File: src/rtl/interrupt_sequencer.sv
// rtl/interrupt_sequencer.sv - RES/NMI/BRK/IRQ entry sequencer beside the instruction decoder
//
// Arbitrates reset, NMI, BRK and IRQ at an instruction boundary and runs the
// entry sequence: dummy read, push PCH/PCL/P (reads for reset), fetch the
// vector, then pulse pc_load/sp_load/set_i.
//
// Ports:
//   clk, res (sync active-high), rdy (0 = freeze)
//   irq, nmi, brk_req, instr_boundary, i_flag     request / decoder inputs
//   pc_in, sp_in, status_in                       CPU state latched at start
//   data_in                                       memory read data
//   take, busy, kind                              sequence status
//   addr, data_out, rw                            bus
//   pc_load/pc_load_value, sp_load/sp_out, set_i  register updates at the end
module interrupt_sequencer #(
  parameter int              ADDR_W   = 16,
  parameter int              P_W      = 7,
  parameter int              B_BIT    = 4,
  parameter logic [ADDR_W-9:0] SP_PAGE = 'h01,
  parameter logic [15:0]     NMI_VEC  = 16'hFFFA,
  parameter logic [15:0]     RES_VEC  = 16'hFFFC,
  parameter logic [15:0]     IRQ_VEC  = 16'hFFFE,
  parameter bit              NMI_EDGE = 1'b1
) (
  input  logic              clk,
  input  logic              res,
  input  logic              rdy,
  input  logic              irq,
  input  logic              nmi,
  input  logic              brk_req,
  input  logic              instr_boundary,
  input  logic              i_flag,
  input  logic [ADDR_W-1:0] pc_in,
  input  logic [7:0]        sp_in,
  input  logic [P_W-1:0]    status_in,
  input  logic [7:0]        data_in,
  output logic              take,
  output logic              busy,
  output logic [1:0]        kind,
  output logic [ADDR_W-1:0] addr,
  output logic [7:0]        data_out,
  output logic              rw,
  output logic              pc_load,
  output logic [ADDR_W-1:0] pc_load_value,
  output logic              sp_load,
  output logic [7:0]        sp_out,
  output logic              set_i
);

  typedef enum logic [2:0] {
    S_IDLE, S_DUMMY, S_PUSH_PCH, S_PUSH_PCL, S_PUSH_P, S_VEC_LO, S_VEC_HI
  } state_e;

  localparam logic [1:0] K_RES = 2'b00;
  localparam logic [1:0] K_NMI = 2'b01;
  localparam logic [1:0] K_IRQ = 2'b10;
  localparam logic [1:0] K_BRK = 2'b11;

  localparam logic [ADDR_W-1:0] NMI_V    = NMI_VEC[ADDR_W-1:0];
  localparam logic [ADDR_W-1:0] RES_V    = RES_VEC[ADDR_W-1:0];
  localparam logic [ADDR_W-1:0] IRQ_V    = IRQ_VEC[ADDR_W-1:0];
  localparam logic [ADDR_W-1:0] ADDR_ONE = 1;

  state_e              state_q, state_d;
  logic                rst_pend_q, rst_pend_d;
  logic                nmi_pend_q, nmi_pend_d;
  logic                nmi_s_q, nmi_prev_q;
  logic [ADDR_W-1:0]   pc_q, pc_d;
  logic [7:0]          sp_q, sp_d;
  logic [P_W-1:0]      status_q, status_d;
  logic [1:0]          kind_q, kind_d;
  logic [ADDR_W-1:0]   vec_q, vec_d;
  logic [7:0]          vec_lo_q, vec_lo_d;

  logic                nmi_edge, nmi_pend, req_any, use_nmi;
  logic [1:0]          kind_sel;
  logic [ADDR_W-1:0]   vec_sel;
  logic [7:0]          sp_m1, sp_m2, p_ext;

  // Edge detector runs every cycle regardless of rdy or sequence state.
  assign nmi_edge = nmi_s_q & ~nmi_prev_q;
  assign nmi_pend = NMI_EDGE ? nmi_pend_q : nmi;
  assign sp_m1    = sp_q - 8'd1;
  assign sp_m2    = sp_q - 8'd2;

  // Arbitration: RES > NMI > BRK > IRQ.
  always_comb begin
    req_any  = 1'b1;
    kind_sel = K_RES;
    if (rst_pend_q)            kind_sel = K_RES;
    else if (nmi_pend)         kind_sel = K_NMI;
    else if (brk_req)          kind_sel = K_BRK;
    else if (irq && !i_flag)   kind_sel = K_IRQ;
    else                       req_any  = 1'b0;
  end

  // A pending NMI hijacks an IRQ/BRK vector fetch; kind stays as it was.
  assign use_nmi = (kind_q != K_RES) && ((kind_q == K_NMI) || nmi_pend);
  assign vec_sel = (kind_q == K_RES) ? RES_V : (use_nmi ? NMI_V : IRQ_V);

  always_comb begin
    p_ext        = 8'(status_q);
    p_ext[B_BIT] = (kind_q == K_BRK);
  end

  always_comb begin
    state_d    = state_q;
    rst_pend_d = rst_pend_q;
    nmi_pend_d = NMI_EDGE ? (nmi_pend_q | nmi_edge) : nmi;
    pc_d       = pc_q;
    sp_d       = sp_q;
    status_d   = status_q;
    kind_d     = kind_q;
    vec_d      = vec_q;
    vec_lo_d   = vec_lo_q;

    take          = 1'b0;
    addr          = '0;
    data_out      = 8'h00;
    rw            = 1'b1;
    pc_load       = 1'b0;
    pc_load_value = '0;
    sp_load       = 1'b0;
    sp_out        = 8'h00;
    set_i         = 1'b0;

    case (state_q)
      S_IDLE: begin
        if (rdy && (rst_pend_q || instr_boundary) && req_any) begin
          take     = 1'b1;
          state_d  = S_DUMMY;
          pc_d     = pc_in;
          sp_d     = sp_in;
          status_d = status_in;
          kind_d   = kind_sel;
          if (kind_sel == K_RES) rst_pend_d = 1'b0;
        end
      end
      S_DUMMY: begin
        addr = pc_q;
        if (rdy) state_d = S_PUSH_PCH;
      end
      S_PUSH_PCH: begin
        addr     = {SP_PAGE, sp_q};
        data_out = 8'(pc_q[ADDR_W-1:8]);
        rw       = (kind_q == K_RES);
        if (rdy) state_d = S_PUSH_PCL;
      end
      S_PUSH_PCL: begin
        addr     = {SP_PAGE, sp_m1};
        data_out = pc_q[7:0];
        rw       = (kind_q == K_RES);
        if (rdy) state_d = S_PUSH_P;
      end
      S_PUSH_P: begin
        addr     = {SP_PAGE, sp_m2};
        data_out = p_ext;
        rw       = (kind_q == K_RES);
        if (rdy) state_d = S_VEC_LO;
      end
      S_VEC_LO: begin
        addr = vec_sel;
        if (rdy) begin
          vec_d    = vec_sel;
          vec_lo_d = data_in;
          // Consume the pending NMI; a coincident new edge still sets it.
          if (use_nmi) nmi_pend_d = NMI_EDGE ? nmi_edge : nmi;
          state_d = S_VEC_HI;
        end
      end
      S_VEC_HI: begin
        addr          = vec_q + ADDR_ONE;
        pc_load_value = {data_in[ADDR_W-9:0], vec_lo_q};
        sp_out        = sp_q - 8'd3;
        pc_load       = rdy;
        sp_load       = rdy;
        set_i         = rdy;
        if (rdy) state_d = S_IDLE;
      end
      default: state_d = S_IDLE;
    endcase

    if (!rdy) rw = 1'b1;

    if (res) begin
      take          = 1'b0;
      addr          = '0;
      data_out      = 8'h00;
      rw            = 1'b1;
      pc_load       = 1'b0;
      pc_load_value = '0;
      sp_load       = 1'b0;
      sp_out        = 8'h00;
      set_i         = 1'b0;
    end
  end

  assign busy = (state_q != S_IDLE) && !res;
  assign kind = res ? K_RES : kind_q;

  always_ff @(posedge clk) begin
    if (res) begin
      state_q    <= S_IDLE;
      rst_pend_q <= 1'b1;
      nmi_pend_q <= 1'b0;
      nmi_s_q    <= 1'b0;
      nmi_prev_q <= 1'b0;
      pc_q       <= '0;
      sp_q       <= 8'h00;
      status_q   <= '0;
      kind_q     <= K_RES;
      vec_q      <= '0;
      vec_lo_q   <= 8'h00;
    end else begin
      nmi_s_q    <= nmi;
      nmi_prev_q <= nmi_s_q;
      nmi_pend_q <= nmi_pend_d;
      if (rdy) begin
        state_q    <= state_d;
        rst_pend_q <= rst_pend_d;
        pc_q       <= pc_d;
        sp_q       <= sp_d;
        status_q   <= status_d;
        kind_q     <= kind_d;
        vec_q      <= vec_d;
        vec_lo_q   <= vec_lo_d;
      end
    end
  end

endmodule
File: config.mk
export PLATFORM = sky130hd
export DESIGN_NAME = interrupt_sequencer
export DESIGN_NICKNAME = d
export VERILOG_FILES = /design/src/rtl/interrupt_sequencer.sv
export SDC_FILE = /design/constraint.sdc
export NUM_CORES = 1
export LEC_CHECK = 0
export CAP_MARGIN = 20
export CORE_MARGIN = 4
export CORE_UTILIZATION = 50
export DETAILED_ROUTE_END_ITERATION = 6
export PLACE_DENSITY_LB_ADDON = 0.08
export SYNTH_ARGS = -nofsm -noshare
export SYNTH_HDL_FRONTEND = slang
export SYNTH_SLANG_ARGS = --single-unit
File: constraint.sdc
create_clock -name clk -period 3.3 [get_ports clk]
set_input_delay 0.66 -clock clk [delete_from_list [all_inputs] [get_ports clk]]
set_output_delay 0.66 -clock clk [all_outputs]
set_load 0.005 [all_outputs]
## Word level (Yosys, flattened, before mapping)

Cells that the tools add are included.

- $add $sub $neg: 4
- Equality and inequality tests: 9
- Mux-type cells: 32
- Bitwise operators: 3
- Reduce and logical (&&, ||, !) cells: 19

Operators by type and width:

| operator | number |
|---|---|
| $pmux W16 S6 | 1 |
| $mux W16 | 3 |
| $mux W8 | 3 |
| $pmux W8 S3 | 1 |
| $pmux W3 S6 | 1 |
| $add A16 B1 Y16 const B | 1 |
| $sub A8 B2 Y8 const B | 2 |
| $mux W1 | 15 |
| $mux W2 | 5 |
| $eq A3 B3 Y1 const B | 3 |
| $mux W3 | 3 |
| $sub A8 B1 Y8 const B | 1 |
| $eq A3 B2 Y1 const B | 2 |
| $logic_and A1 B1 Y1 | 5 |
| $logic_not A2 Y1 | 2 |
| $reduce_and A2 Y1 | 2 |
| $reduce_and A4 Y1 | 1 |
| $eq A3 B1 Y1 const B | 1 |
| $logic_not A3 Y1 | 1 |
| $reduce_and A3 Y1 | 1 |
| $reduce_bool A3 Y1 | 1 |
| $reduce_or A3 Y1 | 1 |
| $eq A2 B1 Y1 const B | 1 |
| $eq A2 B2 Y1 const B | 1 |
| 7 further kinds | 9 |

- Register bits: 64
- Input bits: 47
- Output and inout port bits: 56

## Depth between registers and ports, before layout

Gate-level depths: netlist of the first run.

- Depth in word-level cells: 10
- Gate-level depth with buffers: 7

## Least setup slack after synthesis of the first run

Ideal clock, no wire load.

- Kind: input-to-output
- Start: input rdy
- End: output take
- Arrival time: 1.611 ns
- Required time: 2.640 ns
- Slack: 1.029 ns
- Cell stages on the path: 5
- Buffers on the path: 2
- Cell sequence: buf_2 nor4b_4 o21ai_2 clkbuf_1 nor3_1

- Word-level cells in the longest chain between the ends: 5

Ends and longest elaborated chain:

| element | line | source |
|---|---|---|
| start: declaration | 27 | `input logic rdy,` |
| $logic_and A1 B1 Y1 (2 in series) | 129 | `if (rdy && (rst_pend_q \|\| instr_boundary) && req_any) begin` |
| $mux W1 | 129 |  |
| $mux W1 | 127 | `case (state_q)` |
| $mux W1 | 185 | `if (res) begin` |
| end: declaration | 37 | `output logic take,` |

No other way between the ends.

## Final worst setup path of the first run

- Start: register state_q[1]
- End: output data_out[4]

- Word-level cells in the longest chain between the ends: 3
- Elaborated cells between the ends (all ways): 5
- Classes of those cells: eq/ne (3); mux (2)

Ends and longest elaborated chain:

| element | line | source |
|---|---|---|
| start: declaration | 64 | `state_e state_q, state_d;` |
| start signal: assignment | 219 | `state_q <= state_d;` |
| $eq A3 B3 Y1 or $eq A3 B2 Y1 (tied branches) | 127 |  |
| $pmux W8 S3 * | 127 |  |
| $mux W8 * | 185 |  |
| end: declaration | 41 | `output logic [7:0] data_out,` |

Mark *: on every way between the ends. The rest lies on a longest branch, timed or not.

==> results of run 1 <==
==> kinds of logic (layout without fill, tap and decap cells) <==
| kind of cell | after synthesis | after routing | synth area share (%) |
|---|---|---|---|
| AOI/OAI and AO/OA | 166 | 166 | 31.9 |
| and+or+nand+nor | 131 | 131 | 21.6 |
| buffers and inverters | 54 | 135 | 7.11 |
| DFF | 50 | 50 | 31.6 |
| muxes | 12 | 12 | 3.83 |
| adders and majority gates | 6 | 6 | 2.29 |
| xor gates and xnor gates | 6 | 6 | 1.66 |
==> power by group <==
part / total, mW / internal (mW) / switching, mW
clock: 0.347 / 0.146 / 0.201
sequential: 0.686 / 0.638 / 0.0478
combinational: 0.344 / 0.160 / 0.184
total: 1.38 / 0.944 / 0.432
==> worst max-delay path: stages, from the launching register on <==
cell and delay, ps:
dfxtp_2 410, buf_4 170, nor3b_1 740, a31oi_1 230
nor2_1 140, clkdlybuf4s50_1 510
==> sequential cells by signal, summed over array words and instances, names as in the netlist, 2 cells and up <==
| signal | cells |
|---|---|
| vec_q | 3 |
| pc_q | 16 |
| vec_lo_q | 8 |
| kind_q | 2 |
| sp_q | 8 |
| status_q | 6 |
| state_q | 3 |
==> final timing paths <==
kind / slack, ps / startpoint / to / cells after the start
max reg2reg: 1280 / state_q[0] / vec_q[1] / 6
min: 450 / vec_lo_q[3] / vec_lo_q[3] / 2
max: 130 / state_q[1] / data_out[4] / 5
min reg2reg: 450 / vec_lo_q[3] / vec_lo_q[3] / 2
==> area by class of cell <==
type,instances,area share (%)
Clock buffer,6,1.68
Clock inverter,1,0.174
Timing Repair Buffer,120,26.6
Inverter,8,0.696
Sequential cell,50,23.3
Multi-Input combinational cell,321,45.4
Tap cell,75,2.18
==> Yosys cell counts (3+ instances only) <==
library cell / number
o21ai_0: 40
a211oi_1: 4
buf_2: 12
xor2_1: 3
nand3_1: 4
nor3_1: 5
a21oi_1: 65
nand2b_1: 4
nor2_1: 33
xnor2_1: 3
ha_1: 5
o211ai_1: 35
dfxtp_1: 50
clkbuf_1: 30
nor2b_1: 6
and2_1: 20
mux2i_1: 11
inv_1: 7
nand2_1: 38
nand3b_1: 4
==> per-layer routing <==
metal,track usage (%),up-vias
met2,41.4,129
met5,0,-
met4,7.67,0
met3,4.23,17
met1,35.7,1615
li1,-,1683
==> what timing repair did <==
action	CTS	global route
endpoints found under the hold margin	0	0
endpoints found under the setup margin	0	30
gates resized for setup	0	4
buffers inserted	0	0
==> out/metrics.sh, run 1 <==
TRITONCTS='built'
SETUP_TOTAL_NEGATIVE_SLACK_PS=0
COMMONEST_CELLS_AFTER_ROUTING_FILL_AND_TAPS_ASIDE='100 x clkdlybuf4s50_1, 65 x a21oi_1, 48 x dfxtp_1'
CAP_VIOL_MAX_COUNT=0
DETAILEDPLACE.WORSTSLACK_PS=362
DR_WL_MET2_MM=4.67
NETLIST_TOP_CELLS_AREA='dfxtp_1 32%, a21oi_1 10%, o211ai_1 8.3%'
LAYOUT-AREA-OVERHEAD-VS-SYNTH_PCT=36.0
LAYOUT.FILLER_CELLS=522
ACHIEVABLE-FREQUENCY_MHz=315
CTS_HOLD_BUF=0
RELSLEWSLACK_PCT=38.0
PORT_BUFFERS=101
ROUTED-WL-MET3_UM=683
SYN-NUM-NETS=477
START_UTIL_PCT=52.6
FINALWEIGHTEDCONGESTION=0.884
AREA.SEQUENTIAL_SQ_UM=1000
SYNTH_AREA_LEADER_CELL='dfxtp_1'
CRITICAL_PATH.MAX_FANOUT=15
COMMONEST_NON_FILL_NON_TAP_CELL_IN_THE_LAYOUT='clkdlybuf4s50_1'
P_LEAK_nW=1.48
ROUTE.DETAILED.VIAS_PER_INST=5.93
VIAS=3444
MAX-VDD-IR-DROP_uV=181
HOLD_VIOLATIONS=0
SETUP_REPAIR_AFTER_GLOBAL_ROUTING_MISSED_ITS_MARGIN='false'
FIRST_GLOBAL_VIAS=3273
HOLD_SLACK_PS=454
FINISH.NET_COUNT=558
MULTI_INPUT_AREA_SQ_UM=1960
FINAL-MAX-SLEW-VIOLATION-COUNT=0
SYNTH-SEQ-CELLS=50
DP.FINAL_HPWL_MM=7.14
PLACED_CELL_AREA_SQ_UM=4230
SKEW_PS=4.98
CRITICAL_PATH_ENDPOINT_CATEGORY='primary output'
YS_TYPES=54
LAYOUT-DRIVE-GT1-SHARE_PCT=7.31
FP.DIEAREA_SQ_UM=7680
ROOT_BUF_CELL='clkbuf_8'
POST_SYNTH_TOP_AREA_SHARE_PCT=31.6
INITIAL_ANTENNA_VIOLATION_COUNT=0
POST_SYNTH.CELL_AREA_AVG_SQ_UM=7.46
WORST_SETUP_HOLD_PATH_CLK_SLEW_PS=90
REPORT.POWER.TOTAL_mW=1.38
FINAL.MIN_CLOCK_PERIOD_PS=3170
SETUP-VIOLATIONS-FINAL=0
WL_PER_CELL_UM=16.8
POST_SYNTH_INSTANCE_AREA_SQ_UM=3170
WORSTSKEWPAIRLATENCY_PS=300
CORE-AREA_SQ_UM=6030
RUN_STATUS='completed'
REMAINING_DRC_ERRORS=0
DESIGN.PORTCOUNT=103
GRT_MAX_DEGREE=50
DIE-HEIGHT_UM=87.6
POST_SYNTHESIS_SEQUENTIAL_AREA_RATIO_PCT=31.6
POWERDENSITY_nW_PER_UM2=319
START_KIND='register'
NUMBER_OF_FLOPS_MAPPED_TO_ENABLE_CELLS_BY_YOSYS=0
FINAL_CORE_UTIL_PCT=71.6
WP_DATA_REQUIRED_PS=2640
WORSTPATHARRIVAL_PS=2510
LAYOUT.CELLS.NON_FILLER=581
CRITPATHKIND='reg2out'
FIRSTDRTPASSITERS=4
CTS_MAX_PATH_BUFFERS=2
PERIOD_SHARE_PCT=96.2
POST_LAYOUT_WORST_SETUP_MARGIN_PS=125
WL_MET1_MM=4.22
YS_DOMINANT_REG_CELL='dfxtp_1'
GR-USAGE-ALL-LAYERS_PCT=25.8
DR.MAX_LAYER_USED='met4'
YS.WARNINGS.COUNT=0
DIE_W_UM=87.6
TRITONCTS.NUM_BUFFERS=5
ROWS=28
PLACE.DETAILED.INSTANCES=574
STDCELL_AREA_SQ_UM=4310
WIRE_LENGTH_OF_THE_FIRST_GLOBAL_ROUTING_PASS_MM=16.0
ASYNC_RESET_FF_SHARE_PCT=0
CTS_MAX_LEVEL=2
HOLDCRITPATHCLASS='reg2reg'
NUM_ANTENNA_CELLS=0
DRT_FIRST_ITER_VIOLATIONS=293
WIRELENGTH_MM=9.77
NETLIST_INSTANCES=425
CLOCK_SINK_COUNT=50
GRT.OVERFLOW.TOTAL=0
WORST_SLEW_PIN_TRAN_PS=928
DETAIL-ROUTE-ANTENNA-NETS=0
No activity file was read; power rests on OpenSTA's default activity.
==> run 2, diff against run 1 <==
Settings changed: CAP_MARGIN 20 to 5, GPL_TIMING_DRIVEN set to 1.
==> results of run 2 <==
Final layout, timing and power as in run 1 (identical DEF).
==> run 3, diff against run 2 <==
Settings changed: CORE_MARGIN 4 to 5, SLEW_MARGIN set to 40.
==> run 3 against run 2 <==
Clock skew rose by 2.5 ps; combinational power is 2% lower; register-to-register slack gained 160 ps; sequential share of layout area about the same; clock power rose by 7.8%; worst hold slack improved by 0.62 ps; non-clock buffer count shrank 3; flip-flop and latch count is the same; critical path type unchanged.
==> out/metrics.sh, run 3 (synthesis gave the netlist of run 1 again) <==
LAYOUT-DRIVE-GT1-SHARE_PCT=7.34  # +0.029 points
TRITONCTS.NUM_BUFFERS=5  # unchanged
FINALWEIGHTEDCONGESTION=0.887  # +0.31%
FLIP_FLOP_COUNT_OF_THE_LARGEST_REGISTER_ALL_COPIES_AND_WORDS_ADDED=16  # unchanged
COMMONEST_NON_FILL_NON_TAP_CELL_IN_THE_LAYOUT='clkdlybuf4s50_1'
FINAL.MIN_CLOCK_PERIOD_PS=3160  # -13.1 ps
FINAL_CORE_UTIL_PCT=69.3  # -2.3 points
WORST_SLEW_PIN_TRAN_PS=643  # -285 ps
NUM_ANTENNA_CELLS=0  # unchanged
GR-USAGE-ALL-LAYERS_PCT=24.3  # -1.5 points
RELSLEWSLACK_PCT=57.1  # +19 points
COMMONEST_CELLS_AFTER_ROUTING_FILL_AND_TAPS_ASIDE='100 x clkdlybuf4s50_1, 65 x a21oi_1, 47 x dfxtp_1'
CTS_MAX_PATH_BUFFERS=2  # unchanged
INITIAL_ANTENNA_VIOLATION_COUNT=0  # unchanged
WORST_SETUP_HOLD_PATH_CLK_SLEW_PS=90  # about the same
CTS_HOLD_BUF=0  # unchanged
CORE-AREA_SQ_UM=6240  # +3.6%
START_KIND='register'
LAYOUT.FILLER_CELLS=561  # +7.5%
PERIOD_SHARE_PCT=95.8  # -0.40 points
HOLDCRITPATHCLASS='reg2reg'
SETUP-VIOLATIONS-FINAL=0  # unchanged
TOP_REGISTER='pc_q'
HOLD_END='vec_lo_q[4]'
ROOT_BUF_CELL='clkbuf_8'
DESIGN.PORTCOUNT=103  # unchanged
WORSTPATHARRIVAL_PS=2500  # about the same
CAP_VIOL_MAX_COUNT=0  # unchanged
REPORT.POWER.TOTAL_mW=1.40  # +1.6%
ROUTE.DETAILED.VIAS_PER_INST=5.87  # -0.93%
GRT_MAX_DEGREE=71  # +42%
WP_DATA_REQUIRED_PS=2640  # about the same
ACHIEVABLE-FREQUENCY_MHz=316  # +0.41%
WORSTHOLDPATHCELLS=2  # unchanged
FIRST_GLOBAL_VIAS=3133  # -4.3%
VIAS=3412  # -0.93%
SETUP_TOTAL_NEGATIVE_SLACK_PS=0  # unchanged
FINISH.NET_COUNT=555  # -0.54%
MAX-VDD-IR-DROP_uV=249  # +38%
SETUP_REPAIR_AFTER_GLOBAL_ROUTING_MISSED_ITS_MARGIN='false'
RUN_STATUS='completed'
DETAIL-ROUTE-ANTENNA-NETS=0  # unchanged
CLOCK_SINK_COUNT=50  # unchanged
WORST_R2R_STARTPOINT='state_q[0]'
LAYOUT.CELLS.NON_FILLER=581  # unchanged
POWERDENSITY_nW_PER_UM2=324  # +1.3%
DIE_W_UM=89.6  # +2.3%
FP.DIEAREA_SQ_UM=8030  # +4.6%
ROWS=29  # +3.6%
HOLD_VIOLATIONS=0  # unchanged
DRT_FIRST_ITER_VIOLATIONS=226  # -23%
CRITPATHKIND='reg2out'
FIRSTDRTPASSITERS=4  # unchanged
MIN-DELAY-START='vec_lo_q[4]'
WL_PER_CELL_UM=16.5  # -2.0%
WIRE_LENGTH_OF_THE_FIRST_GLOBAL_ROUTING_PASS_MM=15.3  # -4.0%
PORT_BUFFERS=101  # unchanged
DIE-HEIGHT_UM=89.6  # +2.3%
WORSTREG2REGEND='vec_q[1]'
LARGEST_REGISTERS='pc_q: 16 flops, sp_q: 8 flops, vec_lo_q: 8 flops'
REMAINING_DRC_ERRORS=0  # unchanged
REG2REG_SLACK_PS=1440  # +160 ps
TRITONCTS='built'
WIRELENGTH_MM=9.57  # -2.0%
PLACE.DETAILED.INSTANCES=573  # -0.17%
LAYOUT-AREA-OVERHEAD-VS-SYNTH_PCT=36.4
GRT.OVERFLOW.TOTAL=0  # unchanged
P_LEAK_nW=1.48  # about the same
SKEW_PS=7.49  # +2.52 ps
CTS_MAX_LEVEL=2  # unchanged
CRITICAL_PATH.MAX_FANOUT=22  # +7
WORSTSKEWPAIRLATENCY_PS=300  # about the same
START_UTIL_PCT=50.8  # -1.8 points
CRITICAL_PATH_ENDPOINT_CATEGORY='primary output'
FINAL-MAX-SLEW-VIOLATION-COUNT=0  # unchanged
DP.FINAL_HPWL_MM=6.90  # -3.4%
REG2REGPATHDEPTH=5  # -1
==> run 3: critical path, stage by stage, from the launching register on <==
cell	delay, ps
dfxtp_1	580
buf_4	320
nor3_1	120
a211o_1	370
a21o_1	200
nand3_1	110
clkdlybuf4s50_1	520
==> run 3: metal layers <==
metal  part of all wire [%]  GRT usage [%]
met1                     43           34.7
met2                     47           37.8
met3                    7.0           4.01
met4                    2.2           6.90
met5                      0              0
==> run 3: final cells by class <==
class	count	area, sq um	area share, %
clock inverters	2	12.5	0.289
inverters	8	30.0	0.695
well taps	77	96.3	2.23
flip-flops and latches	50	1000	23.2
clock buffers	6	82.6	1.91
repair buffers	117	1140	26.3
multi-input cells	321	1960	45.3
==> run 3: what timing repair did <==
| action | CTS | global route |
|---|---|---|
| setup buffers | 0 | 0 |
| resized for setup | 0 | 5 |
| setup endpoints to repair | 0 | 27 |
==> run 3: how the worst max path moves through the flow <==
stage               slack, ps  cells after the start      end  startpoint
CTS                        20                      6  addr[5]  state_q[0]
detailed placement        350                      6  addr[5]  state_q[0]
global route                9                      6  addr[5]  state_q[1]
finish                    140                      6  addr[5]  state_q[1]
global placement          350                      5     take         rdy
floorplan                1030                      5     take         rdy
==> run 3: through the flow <==
step / cell area (sq um) / hold slack, ps / worst slack [ps]
after CTS: 4310 / 457 / 20.4
after global placement: 4220 / 438 / 353
final: 4320 / 454 / 138
after floorplan: 3170 / 432 / 1030
after detailed placement: 4220 / 445 / 352
after global routing: 4320 / 470 / 8.67
==> run 3: report_power, final <==
part           switching, mW  total (mW)  internal, mW
sequential            0.0483       0.687         0.638
combinational          0.180       0.338         0.159
clock                  0.205       0.374         0.169
==> RTL change, RTL diff (flow settings as in run 1) <==
Change the parameter `NMI_EDGE` from 1'b1 to 1'b0.
--- a/src/rtl/interrupt_sequencer.sv
+++ b/src/rtl/interrupt_sequencer.sv
@@ -22,3 +22,3 @@
   parameter logic [15:0]     IRQ_VEC  = 16'hFFFE,
-  parameter bit              NMI_EDGE = 1'b1
+  parameter bit              NMI_EDGE = 1'b0
 ) (
Function: changed (a bounded check fails within 4 cycles, from zero or initial values).
==> RTL change against run 1 <==
- maximum frequency rose by 2.5%
- clock power up 2%
- largest power group unchanged
- first-iteration DRC count down 43%
- final area rose by 2.2%
- power decreased by 2.0%
- worst hold slack worse by 0.00098 ns
- sequential cell count shrank 3
- non-clock buffer count grew 3
- synthesized cell count is 2.6% lower
- routed wire length down 6.6%
- worst setup slack improved by 0.076 ns
- synthesized area increased by 4.1%
- clock skew is 0.0050 ns higher
==> RTL change: results (changes against run 1) <==
- Status: complete, no violations
- Worst-path maximum fanout: 14 (-1)
- Gpl congestion: 0.812 (-8.2%)
- Met3 Resource Use GR: 0.0442 (+0.00191)
- Most common cell in the synthesized netlist: nand2b_1
- Share of layout cells above drive strength 1: 0.0755 (+0.00242)
- Min-delay src: vec_lo_q[0]
- Largest net degree at the start of global routing: 44 (-12%)
- Slowest Stage Delay on Critical Path: 0.55 ns (-0.19 ns)
- Post-Syn Nets: 466 (-2.3%)
- Synth top cells by count: nand2b_1 (65), dfxtp_1 (47), mux2i_1 (35), nand2_1 (34), a21oi_1 (28)
- Leak pwr: 0.00164 uW (+11%)
- R2R Setup Slk: 1.24 ns (-0.04 ns)
- Ranking of synthesized cells by area: dfxtp_1 (29%), nand2b_1 (12%), mux2i_1 (11%), a21oi_1 (4.2%), nand2_1 (3.9%)
- Avg Inst Size Synth: 7.97 sq um (+6.8%)
- M1 WL: 4040 um (-4.3%)
- First-pass GRT wire length: 14700 um (-8.0%)
- Total track usage: 0.234 (-0.0245)
- Met1 Resource Use GR: 0.309 (-0.0483)
- Critical path endpoint: addr[6]
- Met3 wire length: 594 um (-13%)
- Post-DR vias/cell: 5.61 (-5.3%)
- Hold Path End: vec_lo_q[0]
- CP top delay family: buffers and inverters
- Vias in the first global route: 3071 (-6.2%)
- Skew final: 0.00993 ns (+0.00495 ns)
- Avg WL per Cell: 15.7 um (-6.5%)
- Reg2reg end: kind_q[1]
- Critical path arrival: 2.44 ns (-0.07 ns)
RTL change: logic make-up (layout without fill, tap and decap cells):
kind of cell / count (synthesis) / count (layout) / synth area share
AND/OR/NAND/NOR: 186 / 186 / 0.311
AO/OA/AOI/OAI: 86 / 86 / 0.170
flip-flops: 47 / 47 / 0.285
buffers and inverters: 46 / 135 / 0.0819
multiplexers: 38 / 38 / 0.116
XOR/XNOR: 6 / 6 / 0.0159
adder cells (fa/ha/maj): 5 / 5 / 0.0190
RTL change: cell type report:
cell class	count	area (sq um)
Timing Repair Buffer	123	1170
Clock inverter	1	5.00
Tap cell	77	96.3
Fill cell	564	1980
Multi-Input combinational cell	321	2090
Sequential cell	47	942
Clock buffer	6	82.6
Inverter	5	18.8
RTL change: through the flow:
stage / setup WS (ns) / utilization / power (uW) / instance area, sq um / hold WS [ns]
6_report: 0.201 / 0.690 / 1350 / 4410 / 0.453
5_1_grt: 0.0159 / 0.690 / 1430 / 4410 / 0.475
3_3_place_gp: 0.295 / 0.676 / 1000 / 4310 / 0.438
2_1_floorplan: 1.05 / - / 888 / 3300 / 0.432
3_5_place_dp: 0.273 / 0.676 / 1010 / 4310 / 0.444
4_1_cts: 0.133 / 0.689 / 1360 / 4400 / 0.456
RTL change: repair_timing:
item | in CTS | in global routing
setup endpoints to repair | 0 | 8
hold buffers | 0 | 0
gates resized for setup | 0 | 2
RTL change: tightest hold or removal path: cells and delay by family (launching register included):
family,cells,cell delay (ns)
flip-flops,1,0.31
AND/OR/NAND/NOR,1,0.05
AO/OA/AOI/OAI,1,0.05
RTL change: power breakdown:
part | internal, uW | switching [uW] | total [uW]
clock network | 165 | 188 | 353
registers | 603 | 44.0 | 647
logic | 184 | 166 | 350
total | 951 | 398 | 1350
